[src/rtl/jtag_deser_pkg.sv]
// Shared types and default constants for the JTAG USER-DR byte deserializer.
package jtag_deser_pkg;

    typedef enum logic [1:0] {
        ST_IDLE     = 2'd0,
        ST_ARMED    = 2'd1,
        ST_SHIFTING = 2'd2
    } deser_state_e;

    localparam int DEFAULT_BYTE_WIDTH  = 8;
    localparam int DEFAULT_COUNT_WIDTH = 16;

endpackage

[src/rtl/jtag_byte_deserializer_if.sv]
// TAP-side controls, serial data and assembled-byte results of the deserializer.
// master = TAP controller / consumer side, slave = deserializer.
interface jtag_byte_deserializer_if #(
    parameter int BYTE_WIDTH  = jtag_deser_pkg::DEFAULT_BYTE_WIDTH,
    parameter int COUNT_WIDTH = jtag_deser_pkg::DEFAULT_COUNT_WIDTH
);
    logic                   test_logic_reset;
    logic                   ir_is_user;
    logic                   capture_dr;
    logic                   shift_dr;
    logic                   update_dr;
    logic                   tdi;
    logic                   tdo;
    logic [BYTE_WIDTH-1:0]  byte_data;
    logic                   byte_valid;
    logic                   frame_done;
    logic                   partial_err;
    logic [COUNT_WIDTH-1:0] byte_count;

    modport master (
        output test_logic_reset, ir_is_user, capture_dr, shift_dr, update_dr, tdi,
        input  tdo, byte_data, byte_valid, frame_done, partial_err, byte_count
    );

    modport slave (
        input  test_logic_reset, ir_is_user, capture_dr, shift_dr, update_dr, tdi,
        output tdo, byte_data, byte_valid, frame_done, partial_err, byte_count
    );
endinterface

[src/rtl/jtag_byte_deserializer.sv]
// Assembles LSB-first TDI bits of a USER DR scan into bytes with strobes and frame status.
// Define DESER_LOOPBACK_EN to echo TDI on TDO one shift cycle later; otherwise TDO is tied low.
module jtag_byte_deserializer
    import jtag_deser_pkg::*;
#(
    parameter int BYTE_WIDTH  = DEFAULT_BYTE_WIDTH,
    parameter int COUNT_WIDTH = DEFAULT_COUNT_WIDTH
) (
    input  logic tck,
    input  logic rst_n,
    jtag_byte_deserializer_if.slave bus
);

    localparam int                     BIT_CNT_W = (BYTE_WIDTH > 1) ? $clog2(BYTE_WIDTH) : 1;
    localparam logic [BIT_CNT_W-1:0]   BIT_ZERO  = {BIT_CNT_W{1'b0}};
    localparam logic [BIT_CNT_W-1:0]   BIT_ONE   = BIT_CNT_W'(32'd1);
    localparam logic [BIT_CNT_W-1:0]   LAST_BIT  = BIT_CNT_W'(BYTE_WIDTH - 1);
    localparam logic [COUNT_WIDTH-1:0] CNT_ZERO  = {COUNT_WIDTH{1'b0}};
    localparam logic [COUNT_WIDTH-1:0] CNT_ONE   = COUNT_WIDTH'(32'd1);
    localparam logic [COUNT_WIDTH-1:0] CNT_MAX   = {COUNT_WIDTH{1'b1}};

    deser_state_e           r_state,       w_state;
    logic [BYTE_WIDTH-1:0]  r_shift,       w_shift;
    logic [BYTE_WIDTH-1:0]  r_byte_data,   w_byte_data;
    logic [BIT_CNT_W-1:0]   r_bit_cnt,     w_bit_cnt;
    logic [COUNT_WIDTH-1:0] r_byte_count,  w_byte_count;
    logic                   r_byte_valid,  w_byte_valid;
    logic                   r_frame_done,  w_frame_done;
    logic                   r_partial_err, w_partial_err;

    logic                   w_active;
    logic                   w_in_frame;
    logic [BYTE_WIDTH-1:0]  w_shift_word;

    assign w_active     = bus.ir_is_user & ~bus.test_logic_reset;
    assign w_shift_word = {bus.tdi, r_shift[BYTE_WIDTH-1:1]};

    // Decode whether a DR frame is open; unknown encodings are treated as idle.
    always_comb begin
        w_in_frame = 1'b0;
        case (r_state)
            ST_IDLE:     w_in_frame = 1'b0;
            ST_ARMED:    w_in_frame = 1'b1;
            ST_SHIFTING: w_in_frame = 1'b1;
            default:     w_in_frame = 1'b0;
        endcase
    end

    // Next-state and datapath: TLR/non-USER > update > capture > shift.
    always_comb begin
        w_state       = r_state;
        w_shift       = r_shift;
        w_byte_data   = r_byte_data;
        w_bit_cnt     = r_bit_cnt;
        w_byte_count  = r_byte_count;
        w_byte_valid  = 1'b0;
        w_frame_done  = 1'b0;
        w_partial_err = r_partial_err;

        if (!w_active) begin
            w_state   = ST_IDLE;
            w_bit_cnt = BIT_ZERO;
        end else if (bus.update_dr) begin
            if (w_in_frame) begin
                w_state      = ST_IDLE;
                w_frame_done = 1'b1;
                w_bit_cnt    = BIT_ZERO;
                if (r_bit_cnt != BIT_ZERO) begin
                    w_partial_err = 1'b1;
                end else begin
                    w_partial_err = r_partial_err;
                end
            end else begin
                w_state = ST_IDLE;
            end
        end else if (bus.capture_dr) begin
            w_state       = ST_ARMED;
            w_bit_cnt     = BIT_ZERO;
            w_byte_count  = CNT_ZERO;
            w_partial_err = 1'b0;
        end else if (bus.shift_dr && w_in_frame) begin
            w_state = ST_SHIFTING;
            w_shift = w_shift_word;
            if (r_bit_cnt == LAST_BIT) begin
                w_bit_cnt    = BIT_ZERO;
                w_byte_data  = w_shift_word;
                w_byte_valid = 1'b1;
                if (r_byte_count != CNT_MAX) begin
                    w_byte_count = r_byte_count + CNT_ONE;
                end else begin
                    w_byte_count = r_byte_count;
                end
            end else begin
                w_bit_cnt = r_bit_cnt + BIT_ONE;
            end
        end else begin
            // Pause/Exit cycles keep the frame open; a corrupt state collapses to idle.
            w_state = w_in_frame ? r_state : ST_IDLE;
        end
    end

    // State and datapath registers.
    always_ff @(posedge tck or negedge rst_n) begin
        if (!rst_n) begin
            r_state       <= ST_IDLE;
            r_shift       <= {BYTE_WIDTH{1'b0}};
            r_byte_data   <= {BYTE_WIDTH{1'b0}};
            r_bit_cnt     <= BIT_ZERO;
            r_byte_count  <= CNT_ZERO;
            r_byte_valid  <= 1'b0;
            r_frame_done  <= 1'b0;
            r_partial_err <= 1'b0;
        end else begin
            r_state       <= w_state;
            r_shift       <= w_shift;
            r_byte_data   <= w_byte_data;
            r_bit_cnt     <= w_bit_cnt;
            r_byte_count  <= w_byte_count;
            r_byte_valid  <= w_byte_valid;
            r_frame_done  <= w_frame_done;
            r_partial_err <= w_partial_err;
        end
    end

    assign bus.byte_data   = r_byte_data;
    assign bus.byte_valid  = r_byte_valid;
    assign bus.frame_done  = r_frame_done;
    assign bus.partial_err = r_partial_err;
    assign bus.byte_count  = r_byte_count;

`ifdef DESER_LOOPBACK_EN
    logic r_tdo;

    // One-cycle TDI echo, advanced only on USER shift cycles.
    always_ff @(posedge tck or negedge rst_n) begin
        if (!rst_n) begin
            r_tdo <= 1'b0;
        end else if (w_active && bus.shift_dr) begin
            r_tdo <= bus.tdi;
        end else begin
            r_tdo <= r_tdo;
        end
    end

    assign bus.tdo = r_tdo;
`else
    assign bus.tdo = 1'b0;
`endif

endmodule

[src/flat_wrapper.sv]
// flat-port wrapper written by rule: the top's interface ports become plain ports
module jtag_byte_deserializer_flat import jtag_deser_pkg::*;
#(
    parameter int BYTE_WIDTH  = DEFAULT_BYTE_WIDTH,
    parameter int COUNT_WIDTH = DEFAULT_COUNT_WIDTH
)
  (tck, rst_n, bus_test_logic_reset, bus_ir_is_user, bus_capture_dr, bus_shift_dr, bus_update_dr, bus_tdi, bus_tdo, bus_byte_data, bus_byte_valid, bus_frame_done, bus_partial_err, bus_byte_count);
  jtag_byte_deserializer_if #(.BYTE_WIDTH(BYTE_WIDTH), .COUNT_WIDTH(COUNT_WIDTH)) bus_i ();
  input  logic tck;
  input  logic rst_n;
  input wire logic [$bits(bus_i.test_logic_reset)-1:0] bus_test_logic_reset;
  input wire logic [$bits(bus_i.ir_is_user)-1:0] bus_ir_is_user;
  input wire logic [$bits(bus_i.capture_dr)-1:0] bus_capture_dr;
  input wire logic [$bits(bus_i.shift_dr)-1:0] bus_shift_dr;
  input wire logic [$bits(bus_i.update_dr)-1:0] bus_update_dr;
  input wire logic [$bits(bus_i.tdi)-1:0] bus_tdi;
  output wire logic [$bits(bus_i.tdo)-1:0] bus_tdo;
  output wire logic [$bits(bus_i.byte_data)-1:0] bus_byte_data;
  output wire logic [$bits(bus_i.byte_valid)-1:0] bus_byte_valid;
  output wire logic [$bits(bus_i.frame_done)-1:0] bus_frame_done;
  output wire logic [$bits(bus_i.partial_err)-1:0] bus_partial_err;
  output wire logic [$bits(bus_i.byte_count)-1:0] bus_byte_count;
  assign bus_i.test_logic_reset = bus_test_logic_reset;
  assign bus_i.ir_is_user = bus_ir_is_user;
  assign bus_i.capture_dr = bus_capture_dr;
  assign bus_i.shift_dr = bus_shift_dr;
  assign bus_i.update_dr = bus_update_dr;
  assign bus_i.tdi = bus_tdi;
  assign bus_tdo = bus_i.tdo;
  assign bus_byte_data = bus_i.byte_data;
  assign bus_byte_valid = bus_i.byte_valid;
  assign bus_frame_done = bus_i.frame_done;
  assign bus_partial_err = bus_i.partial_err;
  assign bus_byte_count = bus_i.byte_count;
  jtag_byte_deserializer #(.BYTE_WIDTH(BYTE_WIDTH), .COUNT_WIDTH(COUNT_WIDTH)) u_core (.tck(tck), .rst_n(rst_n), .bus(bus_i));
endmodule
[config.mk]
export PLATFORM = sky130hd
export DESIGN_NAME = jtag_byte_deserializer_flat
export DESIGN_NICKNAME = d
export VERILOG_FILES = /design/src/rtl/jtag_deser_pkg.sv /design/src/rtl/jtag_byte_deserializer_if.sv /design/src/rtl/jtag_byte_deserializer.sv /design/src/flat_wrapper.sv
export SDC_FILE = /design/constraint.sdc
export NUM_CORES = 1
export LEC_CHECK = 0
export ABC_AREA = 1
export BUFFER_PORTS_ARGS = -buffer_cell sky130_fd_sc_hd__buf_2
export CORE_ASPECT_RATIO = 0.7
export CORE_MARGIN = 1.5
export CORE_UTILIZATION = 45
export DETAILED_ROUTE_END_ITERATION = 8
export GPL_TIMING_DRIVEN = 0
export HOLD_SLACK_MARGIN = 0.06
export PLACE_DENSITY = 0.75
export SYNTH_ARGS = -nofsm -noshare
export SYNTH_HDL_FRONTEND = slang
export SYNTH_SLANG_ARGS = --single-unit
[constraint.sdc]
create_clock -name tck -period 2.4 [get_ports tck]
set_clock_uncertainty 0.15 [all_clocks]
set_input_delay 0.12 -clock tck [delete_from_list [all_inputs] [get_ports tck]]
set_output_delay 0.12 -clock tck [all_outputs]
set_load 0.05 [all_outputs]
==> results of run 1 <==
[area by class of cell]
class	count	area, sq um	area share [%]
plain buffers	6	41.3	1.66
clock buffers	5	68.8	2.77
clock inverters	3	23.8	0.958
inverters	33	124	4.99
multi-input cells	190	935	37.7
flip-flops and latches	39	976	39.3
well taps	55	68.8	2.77
repair buffers	41	245	9.88
[layout by cell type (no fill, tap or decap), drive strengths merged]
cell type and count:
nand2 77, dfrtp 39, buf 39, inv 34, nor2 31, o21ai 28, nand3 27, dlygate4sd3 8
nand4 6, clkbuf 5, a21oi 4, ha 4, xor2 3, nor3 3, o21bai 3, clkinvlp 2
xnor2 1, or2 1, o21a 1, conb 1
[routing by layer]
| metal | routed length, um | part of all wire [%] | vias up |
|---|---|---|---|
| li1 | - | - | 953 |
| met1 | 2340 | 50 | 869 |
| met2 | 2050 | 43 | 54 |
| met3 | 282 | 6.0 | 5 |
| met4 | 56 | 1.2 | 0 |
| met5 | 0 | 0 | - |
[sequential cells by signal (all words and copies together), names as in the netlist]
register                count
u_core.r_shift              7
u_core.bus.byte_count      16
u_core.r_state              2
u_core.bus.byte_valid       1
u_core.bus.frame_done       1
u_core.bus.byte_data        8
u_core.bus.partial_err      1
u_core.r_bit_cnt            3
[cell usage after synthesis]
cell / number / area, sq um
xnor2_1: 1 / 8.76
ha_1: 4 / 50.1
conb_1: 1 / 3.75
a21oi_1: 4 / 20.0
nor2_1: 24 / 90.1
nand2_2: 5 / 31.3
nand4_1: 5 / 31.3
o21bai_1: 3 / 22.5
xor2_1: 3 / 26.3
nand3_2: 1 / 10.0
inv_1: 32 / 120
buf_4: 2 / 15.0
nor2_2: 6 / 37.5
nand2_1: 71 / 267
buf_6: 1 / 11.3
buf_2: 3 / 15.0
o21ai_0: 13 / 65.1
nor2_4: 1 / 11.3
nand3_1: 26 / 130
nor3_1: 3 / 15.0
inv_2: 1 / 3.75
nand2_4: 1 / 11.3
dfrtp_1: 39 / 976
or2_2: 1 / 6.26
o21a_1: 1 / 7.51
nand4_2: 1 / 12.5
o21ai_1: 15 / 75.1
[report_power, final]
part	internal [W]	switching, W
Clock	0.000208	0.000248
Sequential	0.000676	0.0000159
Combinational	0.0000350	0.0000818
Total	0.000919	0.000346
[repair_timing]
item                                   in CTS  in global routing
hold buffers                                8                  0
gates resized for setup                     0                  1
setup endpoints to repair                   0                 10
endpoints found under the hold margin      53                  0
[worst max-delay path, stage by stage]
cell	delay [ps]
dlygate4sd3_1	530
buf_2	120
nor2_2	130
dlygate4sd3_1	620
nand2_1	90
inv_1	110
nand2_2	130
buf_2	220
nand3_1	110
o21ai_1	70
[path summary, 6_finish.rpt]
path                                             end  slack, ps  cells past startpoint
setup / recovery            u_core.bus.byte_count[4]        170                     10
hold / removal                   u_core.r_bit_cnt[0]        100                      5
setup reg to reg             u_core.bus.byte_data[3]        570                      8
hold reg to reg              u_core.bus.byte_data[0]        330                      2
max in group asynchronous  u_core.bus.byte_count[10]       1250                      2
min in group asynchronous    u_core.bus.byte_data[3]        310                      2
[cell families (layout without fill, tap and decap cells)]
group / after synthesis / count (layout)
other cells: 1 / 1
fa+ha+maj: 4 / 4
xor+xnor: 4 / 4
flops: 39 / 39
buf+inv: 39 / 88
simple gates: 145 / 145
compound gates: 36 / 36
[metrics by stage]
step                      cell area [sq um]  total power (W)
after floorplan                        2070         0.000772
after global placement                 2310         0.000810
after detailed placement               2310         0.000813
after CTS                              2480          0.00128
after global routing                   2480          0.00133
final                                  2480          0.00126
==> run_results.csv, run 1 <==
group,metric,value,unit
outcome,outcome,"completed",
run,drv_cap,0,
detailed_routing,first_pass_iters,4,
worst_setup_path,reg2reg_from,"u_core.r_bit_cnt[0]",
timing,setup_viol,0,
synthesis,syn_nets,280,
finish,final_nets,328,
power_and_ir_drop,ir_worst_vdd,303,uV
global_route,antenna_found_initial,0,
worst_setup_path,crit_type,"in2reg",
worst_setup_path,startpoint_type,"input pin",
clock_network,clk_latency,300,ps
detailed_routing,vias,1881,
synthesis,synthAdderAreaFrac,2.41,%
placed_design,port_buffers,33,
timing,fin_crit,2230,ps
detailed_routing,viasPerCell,5.06,
global_route,use_met1,29.8,%
finish,num_antenna_cells,0,
worst_hold_path,hp-start,"bus_ir_is_user",
clock_network,clockBufferDepth,2,
timing,finalHoldViolCount,0,
timing,post-route-period-util,92.7,%
timing,tns,0,ps
worst_setup_path,startpoint,"bus_test_logic_reset",
synthesis,yosysWarnings,0,
clock_network,postCtsSetupBuffers,0,
worst_hold_path,hold_class,"in2reg",
timing,setup_slack,174,ps
placed_design,dp_cells,356,
clock_network,ctsHtreeMaxLevel,2,
synthesis,muxShareOfSynthArea,0,%
global_route,grt_max_degree,40,
synthesis,synth_compound_area_share,9.17,%
worst_setup_path,crit_fanout,10,
clock_network,cts_tree,"yes",
detailed_routing,detail_route.wl_per_cell,12.7,um
power_and_ir_drop,cellPowerDensity,509,mW/mm^2
synthesis,synth-xor-area-share,1.69,%
die,initial_core_util,47.3,%
synthesis,synth_simple_gate_area_share,31.5,%
placed_design,dp_slack,554,ps
global_route,grt_overflow,0,
global_route,grt_pass1_wl,7.89,mm
die,fp.dieW,84.1,um
synthesis,synth_cell_types,27,
die,io_pins,36,
timing,rsz0062_at_grt,"false",
synthesis,syn_area,0.00207,sq mm
clock_network,numCtsBuffers,5,
timing,clock.fmax,449,MHz
synthesis,ys_ff_latch,39,
detailed_routing,drc_errors,0,
timing,final_max_slew_viol_count,0,
clock_network,path_clk_slew,80,ps
die,core_area,0.00438,sq mm
global_route,grt.busiest_layer,"met1",
finish,syn_to_final_growth,19.7,%
detailed_routing,drt_iter0_markers,111,
detailed_routing,drt-total-wl,4.73,mm
synthesis,synth_top_family_by_area,"simple AND/OR/NAND/NOR gates",
placed_design,place.detailed.hpwl,3.44,mm
finish,drive_gt1_share,20.5,%
global_route,grt_pass1_vias,1724,
die,num_rows,20,
worst_setup_path,arrival,2250,ps
global_route,grt_usage,20.4,%
worst_setup_path,endpoint_kind,"flip-flop",
timing,hold_slack,103,ps
placed_design,routabilityCongestion,0.926,
worst_setup_path,required,2430,ps
power_and_ir_drop,leakage,1.29,nW
die,dieHeight,59.8,um
synthesis,syn_inst,268,
die,die-area,0.00503,sq mm
timing,worstMarginPinSlew,847,ps
synthesis,syn_area_per_cell,7.74,sq um
finish,fill_cells,406,
finish,final_util,56.7,%
detailed_routing,ant_nets,0,
clock_network,cts_root_buf,"clkbuf_8",
synthesis,ys_seq_area_share,47.1,%
finish,fin_cells,372,
global_route,use_met2,29.6,%
clock_network,cts_sinks,39,
global_route,use_met3,4.14,%
timing,relSlewSlack,43.5,%
Power figures use the tool's default switching activity.
==> inputs of run 2 (changes only) <==
--- a/config.mk
+++ b/config.mk
@@ -8,12 +8,13 @@
 export ABC_AREA = 1
 export BUFFER_PORTS_ARGS = -buffer_cell sky130_fd_sc_hd__buf_2
 export CORE_ASPECT_RATIO = 0.7
-export CORE_MARGIN = 1.5
+export CORE_MARGIN = 2
 export CORE_UTILIZATION = 45
 export DETAILED_ROUTE_END_ITERATION = 8
 export GPL_TIMING_DRIVEN = 0
 export HOLD_SLACK_MARGIN = 0.06
 export PLACE_DENSITY = 0.75
+export SKIP_LAST_GASP = 1
 export SYNTH_ARGS = -nofsm -noshare
 export SYNTH_HDL_FRONTEND = slang
 export SYNTH_SLANG_ARGS = --single-unit
==> run 2 against run 1 <==
- sequential cell count is the same
- final cell count unchanged
- worst hold slack improved by 1.6 ps
- critical path depth did not move
- critical endpoint unchanged
==> run_results.csv, run 2 (synthesis gave the netlist of run 1 again) <==
group,metric,value,unit
global_route,antenna_found_initial,0,
worst_hold_path,hold_depth,5,
finish,num_antenna_cells,0,
finish,mostFrequentLayoutCells,"nand2_1, dfrtp_1, buf_2",
worst_setup_path,crit_type,"in2reg",
global_route,grt_pass1_wl,7.73,mm
detailed_routing,detail_route.wl_per_cell,12.6,um
detailed_routing,drt_iter0_markers,166,
worst_setup_path,startpoint_type,"input pin",
placed_design,place.detailed.hpwl,3.49,mm
placed_design,place_area,0.00231,sq mm
die,num_rows,20,
clock_network,clockBufferDepth,2,
clock_network,cts_sinks,39,
worst_hold_path,hold_class,"in2reg",
power_and_ir_drop,cellPowerDensity,504,mW/mm^2
finish,drive_gt1_share,20.5,%
placed_design,routabilityCongestion,0.916,
power_and_ir_drop,leakage,1.29,nW
die,io_pins,36,
detailed_routing,drt-total-wl,4.67,mm
finish,final_area,0.00248,sq mm
worst_setup_path,endpoint_kind,"flip-flop",
die,core_area,0.00438,sq mm
timing,post-route-period-util,94.1,%
timing,relSlewSlack,43.8,%
timing,clock.fmax,443,MHz
worst_hold_path,whs_endpoint,"u_core.r_bit_cnt[0]",
detailed_routing,viasPerCell,5.12,
timing,hold_slack,104,ps
timing,setup_viol,0,
worst_setup_path,reg2reg_depth,8,
timing,tns,0,ps
clock_network,ctsHtreeMaxLevel,2,
worst_hold_path,hp-start,"bus_ir_is_user",
global_route,grt_max_degree,40,
clock_network,postCtsSetupBuffers,0,
finish,final_util,56.6,%
clock_network,cts_tree,"yes",
finish,layout_commonest_cell,"nand2_1",
detailed_routing,vias,1903,
worst_setup_path,ff2ff_setup_slack,580,ps
finish,largest_register_ffs,16,
worst_setup_path,required,2420,ps
die,fp.dieW,85.1,um
die,die-area,0.00517,sq mm
die,initial_core_util,47.3,%
clock_network,numCtsBuffers,5,
run,drv_cap,0,
worst_setup_path,r2r-end,"u_core.bus.byte_data[2]",
finish,syn_to_final_growth,19.6,%
finish,fill_cells,415,
detailed_routing,drc_errors,0,
global_route,grt_overflow,0,
finish,fin_cells,372,
global_route,grt_usage,19.3,%
clock_network,path_clk_slew,80,ps
worst_setup_path,arrival,2280,ps
finish,final_nets,328,
global_route,grt_pass1_vias,1701,
placed_design,dp_cells,356,
power_and_ir_drop,ir_worst_vdd,348,uV
die,dieHeight,60.8,um
placed_design,port_buffers,33,
timing,finalHoldViolCount,0,
detailed_routing,first_pass_iters,4,
clock_network,clk_latency,290,ps
clock_network,cts_root_buf,"clkbuf_8",
worst_setup_path,crit_fanout,10,
timing,worstMarginPinSlew,843,ps
outcome,outcome,"completed",
detailed_routing,ant_nets,0,
timing,final_max_slew_viol_count,0,
timing,fin_crit,2260,ps
worst_setup_path,reg2reg_from,"u_core.r_bit_cnt[0]",
==> run 2: routing by layer <==
layer	vias up	GRT usage (%)	routed length, um
li1	952	-	-
met2	55	29.4	2040
met4	0	7.03	45
met5	-	0	0
met3	5	4.63	318
met1	891	27.3	2270
==> run 2: timing repair <==
action	in CTS	in global routing
hold buffers	8	0
resized for setup	0	1
endpoints found under the hold margin	52	0
endpoints found under the setup margin	0	10
==> run 2: worst max path at each step <==
stage                              from                        to  slack (ps)  cells past startpoint
2_1_floorplan  u_core.bus.byte_count[0]  u_core.bus.byte_count[3]         440                     10
3_3_place_gp        u_core.r_bit_cnt[0]   u_core.bus.byte_data[3]         630                      8
3_5_place_dp        u_core.r_bit_cnt[0]   u_core.bus.byte_data[2]         590                      8
4_1_cts            bus_test_logic_reset  u_core.bus.byte_count[4]          70                     10
5_1_grt            bus_test_logic_reset  u_core.bus.byte_count[7]        -0.3                      8
6_report           bus_test_logic_reset  u_core.bus.byte_count[4]         140                     10
==> run 2: final cells by class <==
type | instances | area [sq um] | share of cell area [%]
clock buffers | 5 | 68.8 | 2.78
clock inverters | 3 | 20.0 | 0.808
inverters | 33 | 124 | 5.00
well taps | 55 | 68.8 | 2.78
flip-flops and latches | 39 | 976 | 39.4
repair buffers | 41 | 245 | 9.89
multi-input cells | 190 | 935 | 37.7
plain buffers | 6 | 41.3 | 1.67
==> run 2: per-stage QoR <==
step | setup WS (ps) | total power, W
after CTS | 70.5 | 0.00126
after detailed placement | 589 | 0.000812
final | 141 | 0.00125
after global routing | -0.311 | 0.00130
after floorplan | 439 | 0.000772
after global placement | 631 | 0.000809
==> run 2: critical path, cell delays in order <==
cell and delay, ps:
dlygate4sd3_1 530, buf_2 120, nor2_2 140, dlygate4sd3_1 620, nand2_1 90, inv_1 120, nand2_2 140, buf_2 220
nand3_1 110, o21ai_1 60
==> run 2: where the power goes <==
group          switching [W]  leakage, nW  internal, W
Clock               0.000239       0.0402     0.000202
Combinational      0.0000817        0.739    0.0000351
Sequential         0.0000151        0.515     0.000676
Total               0.000336         1.29     0.000913
